<file path="src/rtl/hm_scan_ctrl.sv">
// Host-memory scan scheduler: walks an address window in CHUNK_BYTES steps,
// issuing one read request per chunk and waiting for its completion.
module hm_scan_ctrl #(
  parameter int          CHUNK_BYTES    = 4096,
  parameter logic [31:0] TIMEOUT_CYCLES = 32'h0800_0000
) (
  input  logic        trn_clk,
  input  logic        sys_rst,
  input  logic        cfg_start,
  input  logic        cfg_stop,
  input  logic        cfg_loop,
  input  logic [63:0] cfg_addr_start,
  input  logic [63:0] cfg_addr_end,
  output logic        tx_start,
  output logic [63:0] hm_addr,
  input  logic        tx_end,
  input  logic        rx_end,
  output logic        busy,
  output logic        done,
  output logic [31:0] stat_req_cnt,
  output logic [31:0] stat_scan_cnt,
  output logic [31:0] stat_timeout_cnt,
  output logic [2:0]  stat_state
);

  typedef enum logic [2:0] {
    IDLE    = 3'd0,
    ISSUE   = 3'd1,
    WAIT_TX = 3'd2,
    WAIT_RX = 3'd3,
    NEXT    = 3'd4
  } state_t;

  localparam logic [63:0] LOW_MASK  = 64'(CHUNK_BYTES) - 64'd1;
  localparam logic [64:0] CHUNK_INC = 65'(CHUNK_BYTES);

  state_t      state;
  state_t      state_nxt;
  logic [63:0] base_q;
  logic [63:0] end_q;
  logic [63:0] cur;
  logic        stop_pend;
  logic        rx_seen;
  logic [31:0] wd;

  logic [63:0] aligned_start;
  logic        win_ok;
  logic [64:0] nxt_sum;
  logic        win_over;
  logic        waiting;
  logic        timeout_hit;

  logic        tx_start_d;
  logic        done_d;
  logic        req_inc;
  logic        scan_inc;
  logic        to_inc;

  assign aligned_start = cfg_addr_start & ~LOW_MASK;
  assign win_ok        = aligned_start < cfg_addr_end;
  // 65-bit sum so a window ending near 2^64 terminates instead of wrapping to 0
  assign nxt_sum       = {1'b0, cur} + CHUNK_INC;
  assign win_over      = nxt_sum[64] || (nxt_sum >= {1'b0, end_q});
  assign waiting       = (state == WAIT_TX) || (state == WAIT_RX);
  assign timeout_hit   = waiting && (wd == TIMEOUT_CYCLES);
  assign stat_state    = state;

  always_ff @(posedge trn_clk or posedge sys_rst) begin
    if (sys_rst) state <= IDLE;
    else         state <= state_nxt;
  end

  always_comb begin
    state_nxt = state;
    case (state)
      IDLE:    if (cfg_start && win_ok) state_nxt = ISSUE;
      ISSUE:   state_nxt = WAIT_TX;
      WAIT_TX: begin
        if (timeout_hit)                      state_nxt = NEXT;
        else if (tx_end && (rx_seen || rx_end)) state_nxt = NEXT;
        else if (tx_end)                      state_nxt = WAIT_RX;
      end
      WAIT_RX: if (rx_end || rx_seen || timeout_hit) state_nxt = NEXT;
      NEXT: begin
        if (stop_pend)     state_nxt = IDLE;
        else if (win_over) state_nxt = cfg_loop ? ISSUE : IDLE;
        else               state_nxt = ISSUE;
      end
      default: state_nxt = IDLE;
    endcase
  end

  always_comb begin
    tx_start_d = 1'b0;
    done_d     = 1'b0;
    req_inc    = 1'b0;
    scan_inc   = 1'b0;
    to_inc     = 1'b0;
    case (state)
      IDLE:    done_d = cfg_start && !win_ok;
      ISSUE: begin
        tx_start_d = 1'b1;
        req_inc    = 1'b1;
      end
      WAIT_TX: to_inc = timeout_hit;
      // a completion arriving on the timeout cycle wins
      WAIT_RX: to_inc = timeout_hit && !(rx_end || rx_seen);
      NEXT: begin
        done_d   = (state_nxt == IDLE);
        scan_inc = !stop_pend && win_over;
      end
      default: ;
    endcase
  end

  always_ff @(posedge trn_clk or posedge sys_rst) begin
    if (sys_rst) begin
      tx_start         <= 1'b0;
      hm_addr          <= 64'd0;
      busy             <= 1'b0;
      done             <= 1'b0;
      stat_req_cnt     <= 32'd0;
      stat_scan_cnt    <= 32'd0;
      stat_timeout_cnt <= 32'd0;
      stop_pend        <= 1'b0;
      rx_seen          <= 1'b0;
      wd               <= 32'd0;
    end else begin
      tx_start <= tx_start_d;
      done     <= done_d;
      busy     <= (state_nxt != IDLE);
      if (state == ISSUE) hm_addr <= cur;
      if (req_inc)  stat_req_cnt     <= stat_req_cnt + 32'd1;
      if (scan_inc) stat_scan_cnt    <= stat_scan_cnt + 32'd1;
      if (to_inc)   stat_timeout_cnt <= stat_timeout_cnt + 32'd1;
      if (state == IDLE)  stop_pend <= 1'b0;
      else if (cfg_stop)  stop_pend <= 1'b1;
      if (state == IDLE || state == NEXT)    rx_seen <= 1'b0;
      else if (state == WAIT_TX && rx_end)   rx_seen <= 1'b1;
      wd <= waiting ? wd + 32'd1 : 32'd0;
    end
  end

  always_ff @(posedge trn_clk) begin
    if (state == IDLE && cfg_start && win_ok) begin
      base_q <= aligned_start;
      end_q  <= cfg_addr_end;
      cur    <= aligned_start;
    end else if (state == NEXT && !stop_pend) begin
      cur <= win_over ? base_q : nxt_sum[63:0];
    end
  end

endmodule

</file>
<file path="config.mk">
export PLATFORM = sky130hd
export DESIGN_NAME = hm_scan_ctrl
export DESIGN_NICKNAME = d
export VERILOG_FILES = /design/src/rtl/hm_scan_ctrl.sv
export SDC_FILE = /design/constraint.sdc
export NUM_CORES = 1
export LEC_CHECK = 0
export BUFFER_PORTS_ARGS = -buffer_cell sky130_fd_sc_hd__buf_2
export CAP_MARGIN = 20
export CORE_MARGIN = 3
export CORE_UTILIZATION = 55
export CTS_BUF_LIST = sky130_fd_sc_hd__clkbuf_4 sky130_fd_sc_hd__clkbuf_8 sky130_fd_sc_hd__clkbuf_16
export DETAILED_ROUTE_END_ITERATION = 12
export HOLD_SLACK_MARGIN = 0.1
export PLACE_DENSITY = 0.76
export SETUP_SLACK_MARGIN = 0.1
export SYNTH_ARGS = -nofsm -noshare
export SYNTH_HDL_FRONTEND = slang
export SYNTH_SLANG_ARGS = --single-unit
</file>
<file path="constraint.sdc">
create_clock -name trn_clk -period 7 [get_ports trn_clk]
set_input_delay 0.35 -clock trn_clk [delete_from_list [all_inputs] [get_ports trn_clk]]
set_output_delay 0.35 -clock trn_clk [all_outputs]
set_load 0.05 [all_outputs]
</file>
# [Yosys cells after proc, flatten, opt, wreduce, memory -nomap -nowiden]
# Cells that the tools add are included.
[classes] add_sub_neg=5 order_cmp=2 eq_ne=5 n_mux=21 reduce_logical=24
[op_table] cell="$mux 64" n=3
[op_table] cell="$add 32x1->32 const B" n=4
[op_table] cell="$add 64x13->65 const B" n=1
[op_table] cell="$ge 65x64->1" n=1
[op_table] cell="$lt 64x64->1" n=1
[op_table] cell="$eq 32x28->1 const B" n=1
[op_table] cell="$mux 32" n=1
[op_table] cell="$mux 3" n=5
[op_table] cell="$pmux 3 s5" n=1
[op_table] cell="$logic_and 1x1->1" n=10
[op_table] cell="$mux 1" n=9
[op_table] cell="$eq 3x2->1 const B" n=2
[op_table] cell="$logic_not 3->1" n=2
[op_table] cell="$reduce_bool 2->1" n=3
[op_table] cell="$logic_or 1x1->1" n=5
[op_table] cell="$pmux 1 s2" n=2
[op_table] cell="$eq 3x1->1 const B" n=1
[op_table] cell="$eq 3x3->1 const B" n=1
[op_table] cell="$logic_not 1->1" n=3
[op_table] cell="$reduce_bool 3->1" n=1
[totals] regBits=380 word_cells=72 in_bits=135 out_inout_bits=166

# [Logic depth before layout (Yosys ltp)]
# Gate-level depths: netlist of run 1.
[depth] depth_word=8 ltp_mapped=18 mapped_depth_nobuf=16

# [Worst setup path after synthesis of run 1]
# Ideal clock, no wire load.
[synth_timing] path_kind="in2reg" start="in cfg_addr_end[25]" end="reg base_q[12], enable pin" t_arrival_ns=5.262 n_path_buf=1 setup_time_ns=0.527 cell_stages=10 setup_slack_ns=1.211 t_required_ns=6.473 path_cell_list="inv_1 > ha_1 > a21o_1 > nand3_1 > a21oi_1 > o31a_1 > nor3b_1 > o21ai_0 > nor2_1 > clkbuf_1"
[synth_via] elab_chain_len=2
[synth_lines] element="start, declared" line_no="13" text="input logic [63:0] cfg_addr_end,"
[synth_lines] element="$lt 64x64->1" line_no="60" text="assign win_ok = aligned_start < cfg_addr_end;"
[synth_lines] element="$logic_and 1x1->1" line_no="145" text="if (state == IDLE && cfg_start && win_ok) begin"
[synth_lines] element="end signal, assigned" line_no="146" text="base_q <= aligned_start;"
[synth_lines] element="end, declared" line_no="39" text="logic [63:0] base_q;"
# Every way passes these cells.
# A chain may end at the register's enable or synchronous reset.

# [Worst setup path in the final report of run 1]
[layout_timing] start="reg cur[12]" end="reg busy"
[layout_via] elab_chain_len=7
[layout_lines] element="start, declared" line_no="41" text="logic [63:0] cur;"
[layout_lines] element="start signal, assigned" line_no="148" text="cur <= aligned_start;"
[layout_lines] element="start signal, assigned" line_no="150" text="cur <= win_over ? base_q : nxt_sum[63:0];"
[layout_lines] element="$add 64x13->65 (*)" line_no="62" text="assign nxt_sum = {1'b0, cur} + CHUNK_INC;"
[layout_lines] element="$ge 65x64->1" line_no="63" text="assign win_over = nxt_sum[64] || (nxt_sum >= {1'b0, end_q});"
[layout_lines] element="$logic_or 1x1->1 (*)" line_no="63"
[layout_lines] element="$mux 1 (*)" line_no="86" text="else if (win_over) state_nxt = cfg_loop ? ISSUE : IDLE;"
[layout_lines] element="$mux 1 (*)" line_no="85" text="if (stop_pend) state_nxt = IDLE;"
[layout_lines] element="$pmux 3 s5 (*)" line_no="75" text="case (state)"
[layout_lines] element="$reduce_bool 3->1 (*)" line_no="131" text="busy <= (state_nxt != IDLE);"
[layout_lines] element="end signal, assigned" line_no="131"
[layout_lines] element="end, declared" line_no="18" text="output logic busy,"
# Mark *: on every way between the ends. The rest lies on a longest branch, timed or not.

==> results.ini, run 1 <==
[placement]
dpl.hpwl_um = 31800
portBuffers = 288
gp_congestion = 0.844
numPlacedInstances = 2299

[clock_network]
ctsResizeCount = 0
clock_sinks = 380
clock_path_buffers = 3
root_buffer = clkbuf_16
cts_made_buffers = 39
cts_setup_buffers = 0
cts_tree = yes
cts_max_level = 2
clk_pin_slew_worst_paths_ns = 0.06
clk_latency_ns = 0.54

[routing]
drt-initial-drc-count = 834
num_vias = 14100
drc = 0
avgRoutedWirePerCell_um = 19.0
drt-pass1-iter-count = 5
viasPerCell = 5.67
routed_wl_um = 47500
antenna_left = 0

[final_layout]
final_cells = 2492
layout-drive-gt1-share = 0.224
fin_nets = 2268
area_delta_synth_final_pct = 24.1

[sta]
rsz0062_at_grt = no
relSlewSlack = 0.266
max_freq_ghz = 0.189
fin_crit_ns = 5.30
setup_tns_ns = 0
tightest_slew_ns = 1.10
hold_viol_final = 0
finalClockSkew_ns = 0.0211
slew_viol_final = 0
period_share = 0.758
finalSetupViolCount = 0

[power_and_ir_drop]
irDropWorstVdd_v = 0.000301
p_per_area_nw_per_um2 = 332
p_leak_nw = 11.0

[worst_hold_path]
holdCritPathClass = in2reg

[die]
start_util = 0.561
die_x_um = 191
core_um2 = 33700
die_y_um = 191
die_area_um2 = 36600
io_pins = 301
num_rows = 67

[worst_setup_path]
critPathRequiredTime_ns = 7.42
arrival_ns = 5.72
crit_path_max_incr_delay_ns = 0.61
worst_setup_path_start_kind = register
cp_max_fo = 48
criticalPathCategory = reg2reg
path_cells = ha_1 -> and2_1 -> nand2_1 -> nor4_4 -> nand3_1 -> nor4b_1 -> xor2_1 -> ha_1 -> nand4_1 -> nor4_1 -> o211a_1 -> a221oi_2 -> o21ai_2 -> nor3b_4 -> buf_4 -> or2_1 -> a2111o_1
cpMostUsedCell = ha_1
critPathCaptureType = register
crit_path_top_delay_cell = nor4_1

[global_route]
grt_pass1_vias = 14500
grt_max_degree = 108
grtUsageTotal = 0.258
antenna_found_initial = 4
grt_overflow = 0
grt_pass1_wl_um = 76000

[synthesis]
synth-seq-area-share = 0.544
syn_area_um2 = 18900
synth_ff_type = dfrtp_1
ys_ff_latch = 380
synthMostInstantiatedCell = dfrtp_1
ys_warn_count = 0
synth_fp_nets = 1846
yosys-top-cells-area = edfxtp_1 27%, dfrtp_1 26%, ha_1 8.1%, xnor2_1 4.5%, mux2_2 4.0%
yosys.area.top_type_share = 0.267
yosysUniqueCellTypes = 62
async_flop_share = 0.526
yosys.area.top_type = edfxtp_1
synth_edf_count = 168
postSynthCellCount = 1589
synth_area_per_cell_um2 = 11.9
synth_common_cells = 200 x dfrtp_1, 168 x edfxtp_1, 139 x inv_1, 122 x ha_1, 97 x xnor2_1

[run]
max-cap-violations = 0

[outcome]
outcome = finished, final reports clean

-- timing repair --
action | 4_1_cts | 5_1_grt
setup endpoints to repair | 0 | 0
hold buffers | 119 | 0
endpoints found under the hold margin | 223 | 0
-- path summary, 6_finish.rpt --
kind | slack, ns | depth (start not counted) | end | startpoint
max | 1.70 | 17 | busy | cur[12]
min | 0.18 | 3 | done | cfg_loop
max reg2reg | 1.70 | 17 | busy | cur[12]
min reg2reg | 0.49 | 1 | stat_timeout_cnt[31] | stat_timeout_cnt[31]
max in group asynchronous | 5.18 | 4 | wd[13] | sys_rst
min in group asynchronous | 0.53 | 3 | stat_timeout_cnt[7] | sys_rst
-- cell usage in the layout, fill, tap and decap left out, types with 4 or more instances in the layout --
master,n
dlygate4sd3_1,119
o2bb2ai_1,52
nand3_1,68
nor3_1,23
a21oi_1,54
edfxtp_1,168
clkinv_1,4
inv_1,138
xor2_1,67
nor4b_1,5
clkinv_2,6
clkbuf_16,41
clkbuf_4,6
buf_4,10
dfxtp_1,12
mux2_2,67
and3_1,23
nor3b_1,4
nand4_1,77
dfrtp_1,200
ha_1,122
o21ai_0,23
nor2_1,78
mux2i_1,52
nor4_1,21
buf_2,288
nand2_1,85
and4_1,10
xnor2_1,97
and2_1,20
clkbuf_8,5
nor2b_1,4
bufinv_16,5
a21o_1,20
or3_1,9
-- stage by stage --
stage	hold slack [ns]	total power [mW]	area, µm²	util	setup slack, ns
floorplan	0.447	4.87	18900	-	1.20
global route	0.171	8.13	23500	0.696	1.37
detailed placement	0.476	5.52	20900	0.620	1.79
global placement	0.456	5.44	20900	0.619	1.78
finish	0.182	7.80	23500	0.696	1.70
CTS	0.151	7.81	23500	0.696	1.71
-- power breakdown --
group | switching (mW) | leakage (nW) | internal [mW]
Sequential | 0.276 | 4.34 | 2.80
Clock | 0.884 | 0.681 | 1.33
Combinational | 1.67 | 5.93 | 0.829
-- cell families (layout without fill, tap and decap cells) --
family          Yosys count  count (layout)  share of synthesized area
compound gates          176             176                     0.0645
xor+xnor                164             164                     0.0760
fa+ha+maj               122             122                     0.0808
buf+inv                 177             629                     0.0368
flops                   380             380                      0.544
mux                     119             119                     0.0675
other cells               0               3                          0
simple gates            451             451                      0.130
-- area by class of cell --
class / instances / area [µm²]
flip-flops and latches: 380 / 10300
inverters: 139 / 529
multi-input cells: 1032 / 7950
clock buffers: 52 / 1140
clock inverters: 19 / 235
diodes: 3 / 7.51
well taps: 448 / 561
fillers: 2351 / 10200
repair buffers: 419 / 2760
-- state kept, by name, summed over array words and instances, names as in the netlist --
register,cells
cur,64
hm_addr,64
stat_state,3
rx_seen,1
stat_req_cnt,32
stat_timeout_cnt,32
tx_start,1
done,1
wd,32
base_q,52
stat_scan_cnt,32
stop_pend,1
end_q,64
busy,1
-- routing by layer --
layer	global-route usage	vias to the layer above	routed length [µm]
li1	-	6591	-
met1	0.331	6914	19400
met2	0.438	494	23300
met3	0.0409	141	2800
met4	0.104	2	2000
met5	0	-	14
-- worst max-delay path, delay by kind of cell, from the launching register on --
| family | cells | cell delay [ns] |
|---|---|---|
| flip-flops | 1 | 0.47 |
| AND/OR/NAND/NOR | 9 | 2.71 |
| adder cells (fa/ha/maj) | 2 | 0.62 |
| XOR/XNOR | 1 | 0.17 |
| AO/OA/AOI/OAI | 4 | 0.86 |
| buffers and inverters | 1 | 0.34 |
Power figures use the tool's default switching activity.
==> run 2, diff against run 1 <==
--- a/config.mk
+++ b/config.mk
@@ -8,11 +8,11 @@
 export BUFFER_PORTS_ARGS = -buffer_cell sky130_fd_sc_hd__buf_2
 export CAP_MARGIN = 20
 export CORE_MARGIN = 3
-export CORE_UTILIZATION = 55
+export CORE_UTILIZATION = 52
 export CTS_BUF_LIST = sky130_fd_sc_hd__clkbuf_4 sky130_fd_sc_hd__clkbuf_8 sky130_fd_sc_hd__clkbuf_16
 export DETAILED_ROUTE_END_ITERATION = 12
 export HOLD_SLACK_MARGIN = 0.1
-export PLACE_DENSITY = 0.76
+export PLACE_DENSITY = 0.75
 export SETUP_SLACK_MARGIN = 0.1
 export SYNTH_ARGS = -nofsm -noshare
 export SYNTH_HDL_FRONTEND = slang
==> constraint.sdc (replaced) <==
create_clock -name trn_clk -period 4.4 [get_ports trn_clk]
set_input_delay 0.22 -clock trn_clk [delete_from_list [all_inputs] [get_ports trn_clk]]
set_output_delay 0.22 -clock trn_clk [all_outputs]
set_load 0.05 [all_outputs]
==> results.ini, run 2 (synthesized netlist as in run 1, its figures left out) <==
[outcome]
outcome = finished, violations left
violations = negative setup slack

[routing]
routed_wl_um = 50600
antenna_left = 0
num_vias = 14700
drc = 0
avgRoutedWirePerCell_um = 19.5
viasPerCell = 5.67
drt-initial-drc-count = 777
drt-pass1-iter-count = 6

[die]
die_area_um2 = 38700
start_util = 0.530
die_y_um = 197
io_pins = 301
die_x_um = 197
core_um2 = 35700
num_rows = 69

[sta]
max_freq_ghz = 0.222
rsz0062_at_grt = yes
finalClockSkew_ns = 0.0170
hold_viol_final = 0
tightest_slew_ns = 1.09
slew_viol_final = 0
worst_slack_ns = -0.108
fin_hold_ws_ns = 0.272
fin_crit_ns = 4.51
relSlewSlack = 0.270
finalSetupViolCount = 56
period_share = 1.02

[worst_setup_path]
reg2reg_from = cur[12]
critPathLaunch = cur[12]
worst_setup_path_start_kind = register
criticalPathCategory = reg2reg
arrival_ns = 4.93
path_cells = ha_2 -> and2_4 -> buf_4 -> nand4_4 -> nor4b_4 -> buf_4 -> nand3_2 -> xnor2_2 -> ha_1 -> a21oi_2 -> o21a_1 -> nor2_1 -> o21ai_0 -> a31oi_2 -> nor3b_4 -> buf_4 -> buf_12 -> nand2b_4 -> mux2_4
critPathRequiredTime_ns = 4.82
r2r_cells = 19
crit_path_max_incr_delay_ns = 0.52
critPathCaptureType = register
cp_max_fo = 17
cpMostUsedCell = buf_4
crit_path_top_delay_cell = nor3b_4

[clock_network]
clk_pin_slew_worst_paths_ns = 0.06
cts_tree = yes
root_buffer = clkbuf_16
cts_max_level = 2
cts_made_buffers = 41
clock_sinks = 380
clock_path_buffers = 3
clk_latency_ns = 0.55

[final_layout]
finalInstanceArea_um2 = 24600
fin_util = 0.690
fin_nets = 2352
area_delta_synth_final_pct = 30.2
layout.cells.most_common_list = 288 x buf_2, 200 x dfrtp_1, 168 x edfxtp_1
reg_top3 = cur: 64 flops, end_q: 64 flops, hm_addr: 64 flops
layout_commonest_cell = buf_2
layout-drive-gt1-share = 0.277

[power_and_ir_drop]
p_leak_nw = 11.5
irDropWorstVdd_v = 0.000484
p_comb_frac = 0.346
p_switching_mw = 4.67
power_mw = 12.9
p_int_mw = 8.24
p_per_area_nw_per_um2 = 525
switching_share = 0.361
p_clk_frac = 0.277
p_seq_frac = 0.376

[placement]
dpl.hpwl_um = 33500
gp_congestion = 0.858
portBuffers = 288
placed_area_um2 = 21400
dpl_worst_slack_ns = -0.158

[global_route]
grt_pass1_vias = 14900
grt_overflow = 0
grt_max_degree = 117
grt_pass1_wl_um = 78900
grtUsageTotal = 0.254
antenna_found_initial = 4

[worst_hold_path]
holdCritPathClass = in2async

[run]
max-cap-violations = 0

[run 2: path summary, 6_finish.rpt]
| check | endpoint | slack, ns |
|---|---|---|
| worst max register to register | stat_scan_cnt[1] | -0.11 |
| max in group asynchronous | hm_addr[59] | 2.96 |
| worst min register to register | stat_req_cnt[31] | 0.47 |
| min in group trn_clk | end_q[21] | 0.39 |
| worst max-delay path | stat_scan_cnt[1] | -0.11 |
| worst min-delay path | stat_timeout_cnt[26] | 0.27 |
[run 2: cell type report]
cell class | instances | area [µm²]
Fill cell | 2489 | 11100
Timing Repair Buffer | 501 | 3530
Tap cell | 461 | 577
Multi-Input combinational cell | 1032 | 8260
Clock buffer | 60 | 1250
Antenna cell | 3 | 7.51
Clock inverter | 15 | 159
Inverter | 139 | 526
Sequential cell | 380 | 10300
[run 2: repair_timing]
| action | in CTS | in global routing |
|---|---|---|
| hold buffers | 122 | 0 |
| pin swaps | 24 | 29 |
| endpoints found under the setup margin | 78 | 97 |
| gates cloned | 2 | 1 |
| hold endpoints to repair | 197 | 0 |
| buffers inserted | 13 | 8 |
| gates resized for setup | 42 | 29 |
[run 2: power groups by stage]
stage	Sequential (mW)	Clock [mW]	Combinational, mW
final	4.86	3.58	4.47
after global placement	4.87	0	3.94
after detailed placement	4.90	0	4.04
after floorplan	5.88	0	1.83
after CTS	4.85	3.64	4.30
after global routing	4.93	3.76	4.75
[run 2: worst max-delay path: cells and delay by family, from the launching register on]
family / cells / cell delay [ns]
AND/OR/NAND/NOR: 7 / 1.57
multiplexers: 1 / 0.30
adder cells (fa/ha/maj): 2 / 0.50
flip-flops: 1 / 0.36
buffers and inverters: 4 / 0.76
XOR/XNOR: 1 / 0.21
AO/OA/AOI/OAI: 4 / 0.68
[run 2: routing by layer]
metal / GRT usage / up-vias / wire (µm)
met3: 0.0436 / 170 / 3060
li1: - / 6763 / -
met5: 0 / - / 12
met1: 0.313 / 7196 / 19800
met2: 0.440 / 566 / 25300
met4: 0.115 / 2 / 2470
[run 2: metrics by stage]
step                      cells  TNS [ns]
after floorplan            1589         0
after global placement     2366    -0.141
after detailed placement   2366     -5.52
after CTS                  2578  -0.00598
after global routing       2591    -13.07
final                      2591     -2.01
